<file path="src/rtl/int_rs.sv">
// rtl/int_rs.sv - value-capturing reservation station feeding int_alu
//
// Purpose: holds renamed instructions until their A/B/T operands are ready,
// snoops the CDB for wakeups, and issues the oldest ready entry each cycle.
// Storage is a collapsing queue: entry 0 is oldest, valid entries are
// contiguous from index 0 and count holds the number of valid entries.
//
// Ports:
//   clk, rst            clock, synchronous active-high reset
//   recovery_en         flush all entries, suppress issue and dispatch
//   disp_*              dispatch request, instruction and source tag/rdy/value
//   cdb_pkt, cdb_result, cdb_result_t   CDB broadcast used for wakeup
//   issue_en, issue_inst, rd_a, rd_b, rd_t   selected entry to int_alu
//   count               occupied entries

package int_rs_pkg;
  localparam int XLEN   = 32;
  localparam int PTAG_W = 6;

  typedef struct packed {
    logic [3:0]        op;
    logic              use_imm;
    logic              read_t;
    logic [PTAG_W-1:0] p_rd;
    logic [XLEN-1:0]   imm;
  } Inst_t;

  typedef struct packed {
    logic              valid;
    logic              en;
    logic [PTAG_W-1:0] tag;
    logic              t_en;
    logic [PTAG_W-1:0] t_tag;
  } Cdb_pkt_t;
endpackage

module int_rs #(
  parameter int DEPTH  = 8,
  parameter int PTAG_W = 6
) (
  input  logic                             clk,
  input  logic                             rst,
  input  logic                             recovery_en,
  input  logic                             disp_valid,
  output logic                             disp_ready,
  input  int_rs_pkg::Inst_t                disp_inst,
  input  logic [PTAG_W-1:0]                disp_a_tag,
  input  logic [PTAG_W-1:0]                disp_b_tag,
  input  logic [PTAG_W-1:0]                disp_t_tag,
  input  logic                             disp_a_rdy,
  input  logic                             disp_b_rdy,
  input  logic                             disp_t_rdy,
  input  logic [int_rs_pkg::XLEN-1:0]      disp_a_val,
  input  logic [int_rs_pkg::XLEN-1:0]      disp_b_val,
  input  logic                             disp_t_val,
  input  int_rs_pkg::Cdb_pkt_t             cdb_pkt,
  input  logic [int_rs_pkg::XLEN-1:0]      cdb_result,
  input  logic                             cdb_result_t,
  output logic                             issue_en,
  output int_rs_pkg::Inst_t                issue_inst,
  output logic [int_rs_pkg::XLEN-1:0]      rd_a,
  output logic [int_rs_pkg::XLEN-1:0]      rd_b,
  output logic                             rd_t,
  output logic [$clog2(DEPTH+1)-1:0]       count
);
  localparam int XL = int_rs_pkg::XLEN;
  localparam int CW = $clog2(DEPTH+1);
  localparam int IW = $clog2(DEPTH);

  int_rs_pkg::Inst_t inst_q [DEPTH];
  int_rs_pkg::Inst_t inst_d [DEPTH];
  logic [PTAG_W-1:0] a_tag_q [DEPTH], b_tag_q [DEPTH], t_tag_q [DEPTH];
  logic [PTAG_W-1:0] a_tag_d [DEPTH], b_tag_d [DEPTH], t_tag_d [DEPTH];
  logic [XL-1:0]     a_val_q [DEPTH], b_val_q [DEPTH];
  logic [XL-1:0]     a_val_d [DEPTH], b_val_d [DEPTH];
  logic [DEPTH-1:0]  a_rdy_q, b_rdy_q, t_rdy_q, t_val_q;
  logic [DEPTH-1:0]  a_rdy_d, b_rdy_d, t_rdy_d, t_val_d;
  logic [CW-1:0]     count_q, count_d;

  logic [DEPTH-1:0]  shift;
  logic [IW-1:0]     sel;
  logic              found;
  logic              issued;
  logic              accept;
  logic [CW-1:0]     pos;
  logic              wake_ab, wake_t;

  assign count      = count_q;
  assign disp_ready = (count_q < CW'(DEPTH));
  assign wake_ab    = cdb_pkt.valid && cdb_pkt.en;
  assign wake_t     = cdb_pkt.valid && cdb_pkt.t_en;

  // Select from registered state only. shift[j] marks entries at or above
  // the selected one; they move down one slot when the issue happens.
  always_comb begin
    found = 1'b0;
    sel   = '0;
    shift = '0;
    for (int j = 0; j < DEPTH; j++) begin
      if ((CW'(j) < count_q) && a_rdy_q[j] &&
          (b_rdy_q[j] || inst_q[j].use_imm) &&
          (t_rdy_q[j] || !inst_q[j].read_t) && !found) begin
        found = 1'b1;
        sel   = IW'(j);
      end
      shift[j] = found;
    end
    issued = found && !rst && !recovery_en;
  end

  always_comb begin
    issue_en   = issued;
    issue_inst = '0;
    rd_a       = '0;
    rd_b       = '0;
    rd_t       = 1'b0;
    if (issued) begin
      issue_inst = inst_q[sel];
      rd_a       = a_val_q[sel];
      rd_b       = b_val_q[sel];
      rd_t       = t_val_q[sel];
    end
  end

  // Next state: collapse, then CDB wakeup at post-shift positions, then the
  // dispatch write at the first free post-shift slot (with CDB bypass).
  always_comb begin
    accept = disp_valid && disp_ready && !recovery_en;
    pos    = count_q - CW'(issued);
    for (int j = 0; j < DEPTH; j++) begin
      inst_d[j]  = inst_q[j];
      a_tag_d[j] = a_tag_q[j];
      b_tag_d[j] = b_tag_q[j];
      t_tag_d[j] = t_tag_q[j];
      a_val_d[j] = a_val_q[j];
      b_val_d[j] = b_val_q[j];
      a_rdy_d[j] = a_rdy_q[j];
      b_rdy_d[j] = b_rdy_q[j];
      t_rdy_d[j] = t_rdy_q[j];
      t_val_d[j] = t_val_q[j];
    end
    for (int j = 0; j < DEPTH-1; j++) begin
      if (issued && shift[j]) begin
        inst_d[j]  = inst_q[j+1];
        a_tag_d[j] = a_tag_q[j+1];
        b_tag_d[j] = b_tag_q[j+1];
        t_tag_d[j] = t_tag_q[j+1];
        a_val_d[j] = a_val_q[j+1];
        b_val_d[j] = b_val_q[j+1];
        a_rdy_d[j] = a_rdy_q[j+1];
        b_rdy_d[j] = b_rdy_q[j+1];
        t_rdy_d[j] = t_rdy_q[j+1];
        t_val_d[j] = t_val_q[j+1];
      end
    end
    for (int j = 0; j < DEPTH; j++) begin
      if (accept && (CW'(j) == pos)) begin
        inst_d[j]  = disp_inst;
        a_tag_d[j] = disp_a_tag;
        b_tag_d[j] = disp_b_tag;
        t_tag_d[j] = disp_t_tag;
        a_rdy_d[j] = disp_a_rdy;
        b_rdy_d[j] = disp_b_rdy;
        t_rdy_d[j] = disp_t_rdy;
        a_val_d[j] = disp_a_val;
        b_val_d[j] = disp_b_val;
        t_val_d[j] = disp_t_val;
      end
      // Wakeup covers both surviving entries and the new dispatch (bypass).
      if (!a_rdy_d[j] && wake_ab && (a_tag_d[j] == cdb_pkt.tag)) begin
        a_rdy_d[j] = 1'b1;
        a_val_d[j] = cdb_result;
      end
      if (!b_rdy_d[j] && wake_ab && (b_tag_d[j] == cdb_pkt.tag)) begin
        b_rdy_d[j] = 1'b1;
        b_val_d[j] = cdb_result;
      end
      if (!t_rdy_d[j] && wake_t && (t_tag_d[j] == cdb_pkt.t_tag)) begin
        t_rdy_d[j] = 1'b1;
        t_val_d[j] = cdb_result_t;
      end
    end
    count_d = count_q + CW'(accept) - CW'(issued);
    if (recovery_en) count_d = '0;
  end

  // Entry payload needs no reset: only entries below count are ever looked at.
  always_ff @(posedge clk) begin
    if (rst) count_q <= '0;
    else     count_q <= count_d;
    for (int j = 0; j < DEPTH; j++) begin
      inst_q[j]  <= inst_d[j];
      a_tag_q[j] <= a_tag_d[j];
      b_tag_q[j] <= b_tag_d[j];
      t_tag_q[j] <= t_tag_d[j];
      a_val_q[j] <= a_val_d[j];
      b_val_q[j] <= b_val_d[j];
    end
    a_rdy_q <= a_rdy_d;
    b_rdy_q <= b_rdy_d;
    t_rdy_q <= t_rdy_d;
    t_val_q <= t_val_d;
  end
endmodule

</file>
<file path="config.mk">
export PLATFORM = sky130hd
export DESIGN_NAME = int_rs
export DESIGN_NICKNAME = d
export VERILOG_FILES = /design/src/rtl/int_rs.sv
export SDC_FILE = /design/constraint.sdc
export NUM_CORES = 2
export LEC_CHECK = 0
export BUFFER_PORTS_ARGS = -buffer_cell sky130_fd_sc_hd__buf_4
export CORE_MARGIN = 5
export CORE_UTILIZATION = 55
export DETAILED_ROUTE_END_ITERATION = 7
export PLACE_DENSITY = 0.81
export REMOVE_ABC_BUFFERS = 1
export SYNTH_ARGS = -nofsm -noshare
export SYNTH_HDL_FRONTEND = slang
export SYNTH_SLANG_ARGS = --single-unit
</file>
<file path="constraint.sdc">
create_clock -name clk -period 10.5 [get_ports clk]
set_clock_uncertainty 0.05 [all_clocks]
set_input_delay 2.1 -clock clk [delete_from_list [all_inputs] [get_ports clk]]
set_output_delay 2.1 -clock clk [all_outputs]
set_load 0.01 [all_outputs]
</file>
==> impl_metrics.env <==
export IMPL_result_of_the_run="finished with violations"
export IMPL_violations="design-rule violations"
export IMPL_power_per_cell_area_mw_per_mm2=153.7
export IMPL_slew_violations=0
export IMPL_cts_hold_buffers=0
export IMPL_mappedNetlistArea_mm2=0.06015
export IMPL_max_freq_mhz=120.4
export IMPL_first_pass_grt_wire_length_um=311900
export IMPL_finalHoldViolations=0
export IMPL_numCtsBuffers=112
export IMPL_worst_setup_path_start_kind="register"
export IMPL_synth_yosys_seq_area_share=0.4926
export IMPL_met1_usage_in_global_routing=0.4327
export IMPL_synth_edf_count=872
export IMPL_cts_resized=0
export IMPL_syn_area_per_cell_um2=8.717
export IMPL_buf_inv_stages_crit_path=4
export IMPL_clkLatencyLatePin_ps=730
export IMPL_synth_seq_cells=1044
export IMPL_post_synth_main_area_contributors="edfxtp_1, nand2_1, mux2_2"
export IMPL_routabilityCongestion=0.9512
export IMPL_cp_slowest_stage_delay_ps=1070
export IMPL_drc=10
export IMPL_p_total_w=0.01026
export IMPL_grt_busiest_layer="met2"
export IMPL_place_detailed_instances=8154
export IMPL_slowest_stage="nand3_2"
export IMPL_floorplan_die_height_um=340.7
export IMPL_grt_overflow_total=0
export IMPL_all_layer_gr_usage=0.3443
export IMPL_critical_path_max_fanout=34
export IMPL_cts_max_path_buffers=3
export IMPL_number_of_cells_on_the_worst_reg_to_reg_path=18
export IMPL_viasPerCell=6.428
export IMPL_start_util=0.5533
export IMPL_ys_types=79
export IMPL_synth_async_reset_ratio=0
export IMPL_layout_min_cycle_time_ps=8307
export IMPL_final_antenna_net_count=0
export IMPL_ys_dominant_reg_cell="edfxtp_1"
export IMPL_cts_htree_levels=3
export IMPL_mostFrequentLayoutCell="nand2_1"
export IMPL_leakagePower_nw=27.47
export IMPL_relative_max_transition_margin=0.1011
export IMPL_cp_data_required_time_ps=10510
export IMPL_routed_via_count=53773
export IMPL_hold_path_class="reg -> reg"
export IMPL_path_depth=18
export IMPL_grt_pass1_vias=52939
export IMPL_critical_path_most_common_cell="ha_1"
export IMPL_antenna_violations_before_repair=10
export IMPL_route_final_wire_length_um=208100
export IMPL_layout_cells_most_common_list="nand2_1, edfxtp_1, nand3_1, mux2_2, buf_4"
export IMPL_cp_cell_instances="inv_1, ha_1, nand2b_1, o211a_1, or4_4, o21ai_4, inv_1, ha_1, ha_1, xnor2_1, nand4_1, buf_4, nor2_1, a31oi_1, xnor2_1, nand4_1, buf_4, nand3_2"
export IMPL_yosysWarnings=0
export IMPL_first_iteration_detailed_routing_drc_count=7573
export IMPL_tritoncts="built"
export IMPL_period_share=0.7911
export IMPL_floorplan_die_area_mm2=0.1161
export IMPL_count_of_buffers_added_by_post_cts_timing_repair_for_setup=0
export IMPL_dp_final_hpwl_um=118500
export IMPL_path_class="reg -> reg"
export IMPL_min_path_cells=2
export IMPL_groute_layer_met3_usage=0.07693
export IMPL_detail_route_wl_per_cell_um=24.88
export IMPL_globalRouteMet2Util=0.5597
export IMPL_largest_net_degree_at_the_start_of_global_routing=204
export IMPL_crit_path_end_kind="register"
export IMPL_clock_sinks=1044
export IMPL_core_mm2=0.1087
export IMPL_area_delta_synth_final_pct=10.96
export IMPL_crit_arrival_ps=8320
export IMPL_setup_violations_final=0
export IMPL_netlist_instances=6900
export IMPL_num_rows=121
export IMPL_floorplan_die_width_um=340.7
export IMPL_setup_repair_after_global_routing_missed_its_margin="no"
export IMPL_maxCapViolCount=0
export IMPL_fin_setup_tns_ps=0
export IMPL_drive_gt1_frac=0.1765
export IMPL_firstDrtPassIters=8
export IMPL_worst_slew_pin_transition_ps=1347
export IMPL_place_port_buffers=296
export IMPL_netlist_top_cell_by_area="edfxtp_1"
export IMPL_pin_count=297
export IMPL_cts_root_buffer="clkbuf_16"
export IMPL_stdcell_count=8366
export IMPL_final_net_count=7047
export IMPL_clkSlewWorstSetupHoldPaths_ps=70
export IMPL_synth_top_cell_area_share=0.4354
export IMPL_cpLargestDelayFamily="simple AND/OR/NAND/NOR gates"
export IMPL_vdd_drop_max_mv=0.1269
==> synthesized netlist by cell type, types with 7 or more instances <==
| cell | number |
|---|---|
| or4_1 | 9 |
| a221oi_1 | 8 |
| o22ai_1 | 16 |
| a211oi_1 | 12 |
| mux2_4 | 8 |
| mux2i_1 | 96 |
| mux2_2 | 607 |
| dfxtp_1 | 172 |
| nand2_1 | 2973 |
| buf_1 | 64 |
| and2_1 | 25 |
| xor2_1 | 8 |
| clkbuf_1 | 434 |
| or3_1 | 11 |
| a31oi_1 | 37 |
| o31ai_1 | 8 |
| nor3_1 | 29 |
| xnor2_1 | 83 |
| o21ai_0 | 64 |
| nand2b_1 | 15 |
| nand3_1 | 678 |
| o221ai_1 | 7 |
| ha_1 | 10 |
| nand4_1 | 31 |
| mux2_1 | 22 |
| nor2_1 | 155 |
| and3_1 | 9 |
| nor2b_1 | 11 |
| buf_2 | 34 |
| a21oi_1 | 203 |
| inv_1 | 36 |
| edfxtp_1 | 872 |
| nor4_1 | 8 |
| o211ai_1 | 17 |
| a22oi_1 | 11 |
==> stage by stage <==
stage	hold WS [ps]	instance area (um^2)	utilization	setup slack, ps
2_1_floorplan	407.8	58080	-	-11180
3_3_place_gp	423.0	63080	0.5803	2320
3_5_place_dp	436.5	63080	0.5803	2259
4_1_cts	446.0	66730	0.6138	2372
5_1_grt	460.4	66730	0.6139	1816
6_report	450.1	66740	0.6140	2193
==> worst min-delay path: cells and delay by family, from the launching register on <==
kind	cells	cell delay, ps
compound gates	1	90
simple gates	1	60
flops	1	310
==> layout make-up <==
type	count	area, um^2
diodes	5	12.51
clock buffers	135	2963
clock inverters	72	684.4
fillers	8954	41960
inverters	43	166.4
multi-input cells	5278	28590
flip-flops and latches	1044	29630
well taps	1414	1769
repair buffers	375	2928
==> power by group <==
group	internal [W]	switching [W]	leakage, nW
Clock	0.00232	0.00173	1.79
Combinational	0.000484	0.000796	16.4
Sequential	0.00475	0.000187	9.31
==> layer usage <==
layer / wire [um] / up-vias
met5: 70 / -
met4: 12290 / 12
met3: 27170 / 887
met2: 96340 / 4242
met1: 72260 / 25130
li1: - / 23502
==> sequential cells by signal, summed over array words and instances, names as in the netlist <==
name     flops
a_tag_q     48
t_tag_q     48
b_rdy_q      8
a_rdy_q      8
t_val_q      8
t_rdy_q      8
inst_q     352
count        4
b_tag_q     48
b_val_q    256
a_val_q    256
==> logic make-up (layout without fill, tap and decap cells) <==
| family | Yosys count | after routing | synth area share |
|---|---|---|---|
| AND/OR/NAND/NOR | 3977 | 3977 | 0.2704 |
| flip-flops | 1044 | 1044 | 0.4926 |
| multiplexers | 733 | 733 | 0.1357 |
| buffers and inverters | 578 | 625 | 0.03703 |
| AO/OA/AOI/OAI | 466 | 466 | 0.04855 |
| XOR/XNOR | 91 | 91 | 0.01325 |
| adder cells (fa/ha/maj) | 11 | 11 | 0.002413 |
| other | 0 | 5 | 0 |
==> path summary, 6_finish.rpt <==
check | from | end | slack [ps]
worst max-delay path | count[3] | a_val_q[3][5] | 2190
worst min register to register | a_tag_q[0][4] | a_tag_q[0][4] | 450
worst min-delay path | a_tag_q[0][4] | a_tag_q[0][4] | 450
worst max register to register | count[3] | a_val_q[3][5] | 2190
No activity file was read; power rests on OpenSTA's default activity.
